## src/rtl/seq_accum_alu.sv

```systemverilog
// seq_accum_alu
// Accumulator ALU with an 8-opcode datapath. The accumulator is ACC_W = 2*DATA_W bits wide.
// A start/busy/done handshake controls each operation. MUL is a multi-cycle shift-add
// multiplier. Every other opcode finishes in the cycle it is accepted.
//
// Optional feature: define SEQ_ACCUM_ALU_SAT_EN to saturate the result on ADD and SHL
// overflow. The ports are the same in both builds.
//
// Ports
//   clock    in   1       rising-edge clock
//   reset    in   1       asynchronous, active-high; clears all state
//   start_i  in   1       request; taken only while busy_o is 0
//   op_i     in   3       opcode, captured with start_i
//   a_i      in   DATA_W  operand A, captured with start_i
//   acc_o    out  ACC_W   accumulator register
//   busy_o   out  1       multiplier running; start_i is ignored
//   done_o   out  1       one-cycle pulse in the cycle after acc_o is written
//   ovf_o    out  1       overflow flag, valid with done_o, 0 otherwise
module seq_accum_alu #(
  parameter int unsigned DATA_W = 4
) (
  input  logic                  clock,
  input  logic                  reset,
  input  logic                  start_i,
  input  logic [2:0]            op_i,
  input  logic [DATA_W-1:0]     a_i,
  output logic [2*DATA_W-1:0]   acc_o,
  output logic                  busy_o,
  output logic                  done_o,
  output logic                  ovf_o
);

  localparam int unsigned ACC_W = 2 * DATA_W;
  localparam int unsigned CNT_W = $clog2(DATA_W) + 1;

  typedef enum logic {StIdle, StMul} state_e;

  state_e             state_q, state_d;
  logic [ACC_W-1:0]   acc_q, acc_d;
  logic               done_q, done_d;
  logic               ovf_q, ovf_d;
  logic [ACC_W-1:0]   mcand_q, mcand_d;
  logic [DATA_W-1:0]  mplier_q, mplier_d;
  logic [ACC_W-1:0]   prod_q, prod_d;
  logic [CNT_W-1:0]   cnt_q, cnt_d;

  logic [DATA_W-1:0]  lo;
  logic [ACC_W-1:0]   a_ext;
  int unsigned        sh;
  logic [ACC_W:0]     add_sum;
  logic [ACC_W-1:0]   shl_res;
  logic               shl_ovf;
  logic [ACC_W-1:0]   prod_next;

  assign lo    = acc_q[DATA_W-1:0];
  assign a_ext = ACC_W'(a_i);
  assign sh    = 32'(a_i);

  always_comb begin
    add_sum = {1'b0, acc_q} + {1'b0, a_ext};
    shl_res = (sh >= ACC_W) ? '0 : (acc_q << sh);
    // Overflow when any 1 bit leaves the top of the accumulator.
    if (sh == 0) begin
      shl_ovf = 1'b0;
    end else if (sh >= ACC_W) begin
      shl_ovf = |acc_q;
    end else begin
      shl_ovf = |(acc_q >> (ACC_W - sh));
    end
    prod_next = mplier_q[0] ? (prod_q + mcand_q) : prod_q;
  end

  always_comb begin
    state_d  = state_q;
    acc_d    = acc_q;
    done_d   = 1'b0;
    ovf_d    = 1'b0;
    mcand_d  = mcand_q;
    mplier_d = mplier_q;
    prod_d   = prod_q;
    cnt_d    = cnt_q;

    unique case (state_q)
      StIdle: begin
        if (start_i) begin
          // MUL sets done_d when it finishes. All other opcodes set it here.
          done_d = (op_i != 3'b000);
          unique case (op_i)
            3'b000: begin
              mcand_d  = a_ext;
              mplier_d = lo;
              prod_d   = '0;
              cnt_d    = '0;
              state_d  = StMul;
            end
            3'b001: acc_d = (sh >= ACC_W) ? '0 : (acc_q >> sh);
            3'b010: begin
              ovf_d = shl_ovf;
`ifdef SEQ_ACCUM_ALU_SAT_EN
              acc_d = shl_ovf ? '1 : shl_res;
`else
              acc_d = shl_res;
`endif
            end
            3'b011: acc_d = ACC_W'((|a_i) | (|lo));
            3'b100: acc_d = {a_i | lo, a_i ^ lo};
            3'b101: begin
              ovf_d = add_sum[ACC_W];
`ifdef SEQ_ACCUM_ALU_SAT_EN
              acc_d = add_sum[ACC_W] ? '1 : add_sum[ACC_W-1:0];
`else
              acc_d = add_sum[ACC_W-1:0];
`endif
            end
            3'b110: acc_d = a_ext + ACC_W'(1);
            3'b111: acc_d = '0;
          endcase
        end
      end
      StMul: begin
        prod_d   = prod_next;
        mcand_d  = mcand_q << 1;
        mplier_d = mplier_q >> 1;
        cnt_d    = cnt_q + CNT_W'(1);
        // The last step writes its result straight into the accumulator.
        if (cnt_q == CNT_W'(DATA_W - 1)) begin
          acc_d   = prod_next;
          done_d  = 1'b1;
          state_d = StIdle;
        end
      end
    endcase
  end

  always_ff @(posedge clock or posedge reset) begin
    if (reset) begin
      state_q  <= StIdle;
      acc_q    <= '0;
      done_q   <= 1'b0;
      ovf_q    <= 1'b0;
      mcand_q  <= '0;
      mplier_q <= '0;
      prod_q   <= '0;
      cnt_q    <= '0;
    end else begin
      state_q  <= state_d;
      acc_q    <= acc_d;
      done_q   <= done_d;
      ovf_q    <= ovf_d;
      mcand_q  <= mcand_d;
      mplier_q <= mplier_d;
      prod_q   <= prod_d;
      cnt_q    <= cnt_d;
    end
  end

  assign acc_o  = acc_q;
  assign busy_o = (state_q == StMul);
  assign done_o = done_q;
  assign ovf_o  = ovf_q;

endmodule

```

## config.mk

```make
export PLATFORM = sky130hd
export DESIGN_NAME = seq_accum_alu
export DESIGN_NICKNAME = d
export VERILOG_FILES = /design/src/rtl/seq_accum_alu.sv
export SDC_FILE = /design/constraint.sdc
export NUM_CORES = 1
export LEC_CHECK = 0
export ABC_CLOCK_PERIOD_IN_PS = 2300
export CAP_MARGIN = 20
export CORE_ASPECT_RATIO = 0.5
export CORE_MARGIN = 1.5
export CORE_UTILIZATION = 54
export CTS_CLUSTER_SIZE = 40
export DETAILED_ROUTE_END_ITERATION = 10
export PLACE_DENSITY = 0.77
export SLEW_MARGIN = 25
export SYNTH_ARGS = -nofsm -noshare
export SYNTH_HDL_FRONTEND = slang
export SYNTH_SLANG_ARGS = --single-unit
export TNS_END_PERCENT = 5
```

## constraint.sdc

```tcl
create_clock -name clock -period 2.3 [get_ports clock]
set_clock_uncertainty 0.2 [all_clocks]
set_input_delay 0.575 -clock clock [delete_from_list [all_inputs] [get_ports clock]]
set_output_delay 0.575 -clock clock [all_outputs]
set_load 0.02 [all_outputs]
```

==> Word level (Yosys, flattened, before mapping) <==
Cells that the tools add are included.
{ "op_classes": {"n_addsub": 5, "multipliers": 0, "n_div": 0, "n_lt_le_gt_ge": 1, "eq_ne": 12, "shift": 3, "n_mux": 31, "bitwise": 4, "n_reduce_logical": 9} }
{ "op_table": {"columns": ["cell", "count"], "rows": [
  ["8-bit two-way mux", 9],
  ["8-bit one-hot mux with 7 select lines", 1],
  ["8-bit one-hot mux with 2 select lines", 3],
  ["32-bit logical NOT", 1],
  ["8-bit by 32-bit >> shifter with 8-bit output", 1],
  ["8-bit OR reduction", 2],
  ["3-bit == test, second input constant", 4],
  ["8-bit by 4-bit adder with 9-bit output", 1],
  ["3-bit by 2-bit == test with 1-bit output, second input constant", 3],
  ["1-bit two-way mux", 9],
  ["8-bit adder", 1],
  ["4-bit two-way mux", 2],
  ["8-bit by 1-bit != test with 1-bit output, second input constant", 1],
  ["4-bit one-hot mux with 2 select lines", 1],
  ["4-bit OR reduction", 2],
  ["8-bit by 4-bit << shifter with 8-bit output", 1],
  ["8-bit by 4-bit >> shifter with 8-bit output", 1],
  ["3-bit two-way mux", 2],
  ["1-bit one-hot mux with 2 select lines", 3],
  ["3-bit one-hot mux with 2 select lines", 1],
  ["4-bit by 1-bit adder with 5-bit output, second input constant", 1],
  ["4-bit by 4-bit subtractor with 5-bit output, first input constant", 1],
  ["4-bit >= comparator, second input constant", 1],
  ["2-bit by 1-bit != test with 1-bit output, second input constant", 2],
  ["11 further kinds", 11]
]} }
{ "word_totals": {"ff_bits": 34, "latchBits": 0, "ram_bits": 0, "mem_bits_ro": 0, "output_inout_bits": 11, "wordCells": 73, "memories": 0} }

==> Logic depth before layout (Yosys ltp) <==
Gate-level depths: netlist of run 1.
{ "depth": {"word_depth": 8, "depth_mapped": 10} }

==> Least setup slack after synthesis of run 1 <==
OpenSTA, ideal clock, no wires.
{ "synth_timing": {"path_kind": "input to register", "startpoint": "input port a_i[0]", "endpoint": "register acc_q[1], in the netlist acc_o[1]", "arrival_ns": 2.164, "required_ns": 1.961, "setup_slack_ns": -0.203, "cell_stages": 9, "path_buffers": 3, "cell_sequence": "buf_2 buf_4 buf_2 inv_1 ha_1 o2bb2ai_1 a22o_1 o311ai_0 o21ai_0"} }
{ "synth_between": {"elab_chain_len": 5, "elab_cells_between_ends": 10} }
{ "synth_lines": {"columns": ["element", "line", "rtl"], "rows": [
  ["from (decl)", "26", "input logic [DATA_W-1:0] a_i,"],
  ["parallel branches: the longest is 2 deep, another holds 8-bit by 4-bit adder with 9-bit output", null, null],
  ["8-bit one-hot mux with 7 select lines (*)", "88", "unique case (op_i)"],
  ["8-bit two-way mux (*)", "85", "if (start_i) begin"],
  ["8-bit one-hot mux with 2 select lines (*)", "83", "unique case (state_q)"],
  ["to (signal assigned)", "138", "acc_q <= '0;"],
  ["to (signal assigned)", "147", "acc_q <= acc_d;"],
  ["to (decl)", "39", "logic [ACC_W-1:0] acc_q, acc_d;"]
]} }
Mark *: on every way between the ends. The select of a mux whose other input is x is not followed.
A chain may end at the register's enable or synchronous reset.

==> Final worst setup path of run 1 <==
{ "layout_timing": {"startpoint": "input port op_i[1]", "endpoint": "register acc_q[0], in the netlist acc_o[0]"} }
{ "layout_between": {"elab_chain_len": 4, "elab_cells_between_ends": 12} }
{ "layout_lines": {"columns": ["element", "line", "rtl"], "rows": [
  ["from (decl)", "25", "input logic [2:0] op_i,"],
  ["3-bit == test (tied with other cells)", "88", null],
  ["8-bit one-hot mux with 7 select lines", "88", null],
  ["8-bit two-way mux", "85", null],
  ["8-bit one-hot mux with 2 select lines", "83", null]
]} }
Several ways; a longest one is shown, not always the timed one. The select of a mux whose other input is x is not followed.

==> run_results.csv, run 1 <==
group,metric,value,unit
floorplan,num_rows,19,
routing,drt_pass1_iterations,5,
synth,synth_edf_count,0,
worst_setup_path,cp-end-kind,"flip-flop",
synth,synth_area,0.00312,sq mm
placement,routabilityCongestion,0.989,
worst_setup_path,crit_arrival,2.25,ns
sta,relSlewSlack,71.0,%
pwr,internal_power,0.00245,W
floorplan,dieArea,0.00626,sq mm
synth,syn_nets,425,
floorplan,fp.dieH,56.7,microns
synth,synth-seq-area-share,27.3,%
floorplan,die_x,110,microns
finish,layout_common_cells,"buf_4, nand2_1, nor2_1, dfrtp_1, a21oi_1",
synth,synth_seq_cells,34,
sta,setup_viol,0,
placement,dp_hpwl,7.16,mm
cts,h-tree-depth,2,
global_routing,grt.overflow.total,0,
pwr,switching_share,45.0,%
global_routing,grt_pass1_vias,3072,
synth,netlist_instances,393,
cts,cts_root_buf,"clkbuf_16",
floorplan,coreArea,0.00552,sq mm
run_status,outcome,"finished clean",
worst_setup_path,critPathLaunchType,"input pin",
worst_setup_path,cp.required,2.27,ns
synth,async_reset_ff_share,100,%
routing,ant_nets,0,
cts,clockBufferDepth,2,
placement,port_buffers,20,
sta,finalHoldViolCount,0,
routing,drc,0,
worst_hold_path,hp-class,"reg2reg",
pwr,power_switching,0.00200,W
routing,finalWirelength,9.59,mm
placement,dpl.cell_count,526,
sta,slew_violations,0,
worst_setup_path,crit_type,"in2reg",
sta,worst-slew-pin-transition,0.431,ns
global_routing,grt_usage,32.3,%
cts,cts_hold_buf,0,
floorplan,start_util,56.5,%
synth,avgSynthCellArea,7.93,sq um
finish,syn_to_final_growth,29.9,%
pwr,clkPwrFrac,14.9,%
pwr,ir_drop,0.000780,V
routing,vias,3250,
cts,clock_sinks,34,
sta,final.period_utilization,99.3,%
global_routing,grt_pass1_wl,15.9,mm
sta,rsz0062_at_grt,"true",
pwr,power_frac_comb,58.6,%
finish,utilization,73.4,%
pwr,power_leakage,1.81,nW
cts,clkTransAtPathRegs,0.06,ns
global_routing,grt_max_degree,35,
finish,antenna_cells,0,
finish,drive_gt1_share,23.7,%
finish,fin_nets,493,
synth,ys.flop_type,"dfrtp_1",
pwr,powerDensity,1100,mW/mm^2
routing,wire_per_inst,18.0,microns
global_routing,grt_antenna_before_repair,0,
cts,cts_buffers,5,
sta,timing.fmax,438,MHz
floorplan,io_pins,21,
run,max_cap_violations,0,
routing,viasPerCell,6.10,
finish,final_cells,533,
worst_setup_path,critical_path.max_fanout,4,
synth,yosysWarnings,0,
cts,cts_tree,"built",
cts,clk_latency,0.28,ns
sta,fin_crit,2.28,ns
routing,first_iter_violations,262,
finish,layout_commonest_cell,"buf_4",
pwr,seqPwrFrac,26.5,%
synth,synth_cell_types,64,
worst_setup_path,r2r_setup_slack,0.06,ns
critical path: stages:
cell	delay (ns)
clkdlybuf4s50_1	0.51
buf_4	0.15
nor3_2	0.05
o21ai_0	0.36
o31a_1	0.27
nand3_1	0.09
o221a_2	0.25
timing repair:
| action | CTS | global route |
|---|---|---|
| setup buffers | 1 | 0 |
| gates resized for setup | 22 | 17 |
| endpoints found under the setup margin | 10 | 23 |
| pin swaps | 4 | 2 |
| endpoints found under the hold margin | 0 | 0 |
| cloned | 0 | 0 |
power by group through the flow:
stage / logic [W] / registers, W / clock network (W)
final: 0.00261 / 0.00118 / 0.000665
after CTS: 0.00252 / 0.00116 / 0.000668
after detailed placement: 0.00245 / 0.00116 / 0
after global routing: 0.00286 / 0.00122 / 0.000695
after floorplan: 0.00155 / 0.00112 / 0
after global placement: 0.00239 / 0.00115 / 0
final cells by class:
class	instances	area (sq um)
flip-flops and latches	34	855
fillers	424	1470
well taps	73	91.3
repair buffers	90	742
multi-input cells	314	2160
inverters	16	65.1
clock buffers	6	139
flip-flops by register name (all words and copies together), names as in the netlist:
signal    cells
prod_q        8
acc_o         8
mcand_q       8
done_o        1
mplier_q      4
cnt_q         3
ovf_o         1
busy_o        1
worst paths after layout:
| kind | endpoint | startpoint | cells after the start |
|---|---|---|---|
| max | acc_o[0]$_DFFE_PP0P_ | op_i[1] | 7 |
| min | mplier_q[1]$_DFFE_PP0P_ | mplier_q[2]$_DFFE_PP0P_ | 2 |
| max reg2reg | prod_q[6]$_DFFE_PP0P_ | mcand_q[0]$_DFFE_PP0P_ | 7 |
| min reg2reg | mplier_q[1]$_DFFE_PP0P_ | mplier_q[2]$_DFFE_PP0P_ | 2 |
| max in group asynchronous | acc_o[5]$_DFFE_PP0P_ | reset | 3 |
| min in group asynchronous | mplier_q[1]$_DFFE_PP0P_ | reset | 3 |
kinds of logic after synthesis:
family / count (synthesis) / share of synthesized area, %
adders and majority gates: 22 / 9.31
and+or+nand+nor: 145 / 21.9
xor gates and xnor gates: 9 / 2.53
AOI/OAI and AO/OA: 115 / 24.1
muxes: 23 / 8.19
buffers and inverters: 45 / 6.70
DFF: 34 / 27.3
through the flow:
stage	setup slack, ns	hold slack [ns]	setup TNS, ns	power, W	instance area [sq um]
after CTS	0.00612	0.286	0	0.00435	4010
after global routing	-0.0497	0.309	-0.256	0.00477	4050
after floorplan	-0.0183	0.250	-0.0318	0.00267	3140
after global placement	-0.614	0.269	-8.00	0.00354	3810
after detailed placement	-0.621	0.279	-8.56	0.00361	3810
final	0.0157	0.287	0	0.00445	4050
metal layers:
| metal | GRT usage [%] | vias to the layer above | wire (microns) |
|---|---|---|---|
| met1 | 46.5 | 1548 | 4580 |
| met3 | 6.26 | 18 | 738 |
| met5 | 0 | - | 0 |
| li1 | - | 1557 | - |
| met4 | 6.04 | 0 | 137 |
| met2 | 51.1 | 127 | 4140 |
synth_stat cells, types with 2 or more instances:
cell | count | area, sq um
buf_4 | 6 | 45.0
nand2_1 | 54 | 203
a31oi_1 | 5 | 31.3
or3_1 | 3 | 18.8
a221oi_1 | 4 | 35.0
nor3b_1 | 2 | 15.0
nand2b_1 | 6 | 37.5
dfrtp_1 | 34 | 851
and3_1 | 3 | 18.8
o21a_1 | 3 | 22.5
o21ai_0 | 30 | 150
a31o_2 | 2 | 17.5
o31a_1 | 2 | 17.5
fa_1 | 2 | 40.0
inv_1 | 15 | 56.3
nand4_1 | 4 | 25.0
clkbuf_1 | 14 | 52.6
a211oi_1 | 8 | 60.1
xor2_1 | 7 | 61.3
nor3_1 | 14 | 70.1
mux2i_1 | 21 | 210
nand3_1 | 11 | 55.1
o211ai_1 | 4 | 30.0
mux4_2 | 2 | 45.0
a21oi_1 | 31 | 155
ha_1 | 20 | 250
a41oi_1 | 2 | 17.5
buf_2 | 7 | 35.0
nor2b_1 | 8 | 50.1
nor2_1 | 32 | 120
xnor2_1 | 2 | 17.5
a21o_1 | 3 | 22.5
Note: power is estimated with default switching activity, not from simulation.
==> run 2, diff against run 1 <==
--- a/config.mk
+++ b/config.mk
@@ -5,14 +5,14 @@
 export SDC_FILE = /design/constraint.sdc
 export NUM_CORES = 1
 export LEC_CHECK = 0
-export ABC_CLOCK_PERIOD_IN_PS = 2300
+export ABC_CLOCK_PERIOD_IN_PS = 2800
 export CAP_MARGIN = 20
 export CORE_ASPECT_RATIO = 0.5
 export CORE_MARGIN = 1.5
-export CORE_UTILIZATION = 54
+export CORE_UTILIZATION = 65
 export CTS_CLUSTER_SIZE = 40
 export DETAILED_ROUTE_END_ITERATION = 10
-export PLACE_DENSITY = 0.77
+export PLACE_DENSITY = 0.87
 export SLEW_MARGIN = 25
 export SYNTH_ARGS = -nofsm -noshare
 export SYNTH_HDL_FRONTEND = slang
==> constraint.sdc (replaced) <==
create_clock -name clock -period 2.8 [get_ports clock]
set_clock_uncertainty 0.2 [all_clocks]
set_input_delay 0.7 -clock clock [delete_from_list [all_inputs] [get_ports clock]]
set_output_delay 0.7 -clock clock [all_outputs]
set_load 0.02 [all_outputs]
==> run_results.csv, run 2 (same netlist as run 1, synthesis figures left out) <==
group,metric,value,unit
routing,vias,3240,
worst_hold_path,hold_path_depth,2,
worst_setup_path,cp-end-kind,"flip-flop",
worst_setup_path,crit_arrival,2.67,ns
sta,worst-slew-pin-transition,0.587,ns
finish,fin_nets,463,
sta,timing.fmax,371,MHz
floorplan,start_util,69.1,%
floorplan,die_x,101,microns
sta,final.period_utilization,96.2,%
sta,relSlewSlack,60.6,%
worst_setup_path,critPathLaunchType,"input pin",
placement,dp_hpwl,7.01,mm
finish,drive_gt1_share,12.8,%
worst_setup_path,critPathLaunch,"a_i[1]",
cts,clockBufferDepth,2,
global_routing,grt_max_degree,35,
cts,cts_setup_buffers,0,
sta,finalSetupTns,0,ns
sta,slew_violations,0,
finish,utilization,80.5,%
cts,cts_tree,"built",
pwr,power_leakage,1.62,nW
sta,finalHoldViolCount,0,
routing,route.met3.wl,1.13,mm
finish,layout_commonest_cell,"nand2_1",
worst_setup_path,critical_path.max_fanout,6,
cts,h-tree-depth,2,
floorplan,coreArea,0.00451,sq mm
pwr,powerDensity,903,mW/mm^2
sta,rsz0062_at_grt,"false",
pwr,ir_drop,0.000698,V
floorplan,num_rows,17,
routing,met2_length,4.17,mm
routing,finalWirelength,9.40,mm
global_routing,grt.overflow.total,0,
worst_setup_path,timing.rr.start,"mcand_q[0]$_DFFE_PP0P_",
finish,final_cells,497,
finish,layout_common_cells,"nand2_1, buf_4, dfrtp_1",
global_routing,grt_pass1_wl,15.1,mm
sta,fin_crit,2.69,ns
routing,ant_nets,0,
finish,syn_to_final_growth,16.5,%
global_routing,grt_usage,38.4,%
worst_hold_path,hp-class,"reg2reg",
routing,topRoutingLayerUsed,"met5",
global_routing,grt_pass1_vias,2993,
cts,clkTransAtPathRegs,0.08,ns
cts,cts_root_buf,"clkbuf_8",
global_routing,grt_antenna_before_repair,1,
routing,first_iter_violations,289,
placement,dpl.cell_count,490,
placement,routabilityCongestion,1.03,
routing,wl_met1,3.92,mm
worst_hold_path,worstHoldStart,"mplier_q[1]$_DFFE_PP0P_",
floorplan,io_pins,21,
sta,setup_viol,0,
routing,drc,0,
routing,drt_pass1_iterations,6,
worst_setup_path,r2r_cells,7,
routing,viasPerCell,6.52,
worst_setup_path,cp.required,2.77,ns
cts,cts_buffers,5,
pwr,power,0.00328,W
run,max_cap_violations,0,
placement,port_buffers,20,
floorplan,dieArea,0.00524,sq mm
run_status,outcome,"finished clean",
floorplan,fp.dieH,52.0,microns
routing,wire_per_inst,18.9,microns
cts,clock_sinks,34,
cts,clk_latency,0.30,ns
worst_setup_path,crit_type,"in2reg",
finish,antenna_cells,0,
## run 2: power by group
part / internal (W) / switching [W] / leakage (nW)
logic: 0.000826 / 0.00112 / 1.13
clock network: 0.000167 / 0.000190 / 0.0438
registers: 0.000685 / 0.000284 / 0.442
total: 0.00168 / 0.00160 / 1.62
## run 2: path summary, 6_finish.rpt
kind | endpoint | slack, ns
max | acc_o[1]$_DFFE_PP0P_ | 0.11
min | mplier_q[0]$_DFFE_PP0P_ | 0.29
max reg2reg | acc_o[4]$_DFFE_PP0P_ | 0.34
min reg2reg | mplier_q[0]$_DFFE_PP0P_ | 0.29
max in group asynchronous | mplier_q[1]$_DFFE_PP0P_ | 1.49
min in group asynchronous | mplier_q[2]$_DFFE_PP0P_ | 0.59
## run 2: per-stage QoR
stage / setup slack, ns / instance area (sq um) / hold slack [ns]
CTS: 0.0735 / 3630 / 0.291
global route: 0.0143 / 3630 / 0.319
floorplan: 0.172 / 3120 / 0.250
detailed placement: -0.191 / 3550 / 0.276
global placement: -0.138 / 3550 / 0.267
finish: 0.107 / 3630 / 0.291
## run 2: metal layers
layer / track usage (%) / up-vias
met2: 60.0 / 205
met1: 53.1 / 1504
met5: 0 / -
li1: - / 1497
met4: 10.9 / 2
met3: 10.1 / 32
## run 2: critical path: stages
cell,delay [ns]
clkdlybuf4s50_1,0.44
buf_4,0.18
fa_1,0.50
mux2i_1,0.18
o2bb2ai_1,0.11
a22o_1,0.18
o311ai_0,0.26
o21ai_1,0.11
## run 2: area by class of cell
type | instances | area (sq um)
clock buffers | 5 | 68.8
repair buffers | 60 | 500
clock inverters | 2 | 10.0
multi-input cells | 314 | 2060
well taps | 66 | 82.6
flip-flops and latches | 34 | 851
inverters | 16 | 60.1
fillers | 301 | 880
## run 2: repair_timing
| item | 4_1_cts | 5_1_grt |
|---|---|---|
| setup endpoints to repair | 0 | 3 |
| resized for setup | 0 | 2 |
| hold buffers | 0 | 0 |
| endpoints found under the hold margin | 0 | 0 |
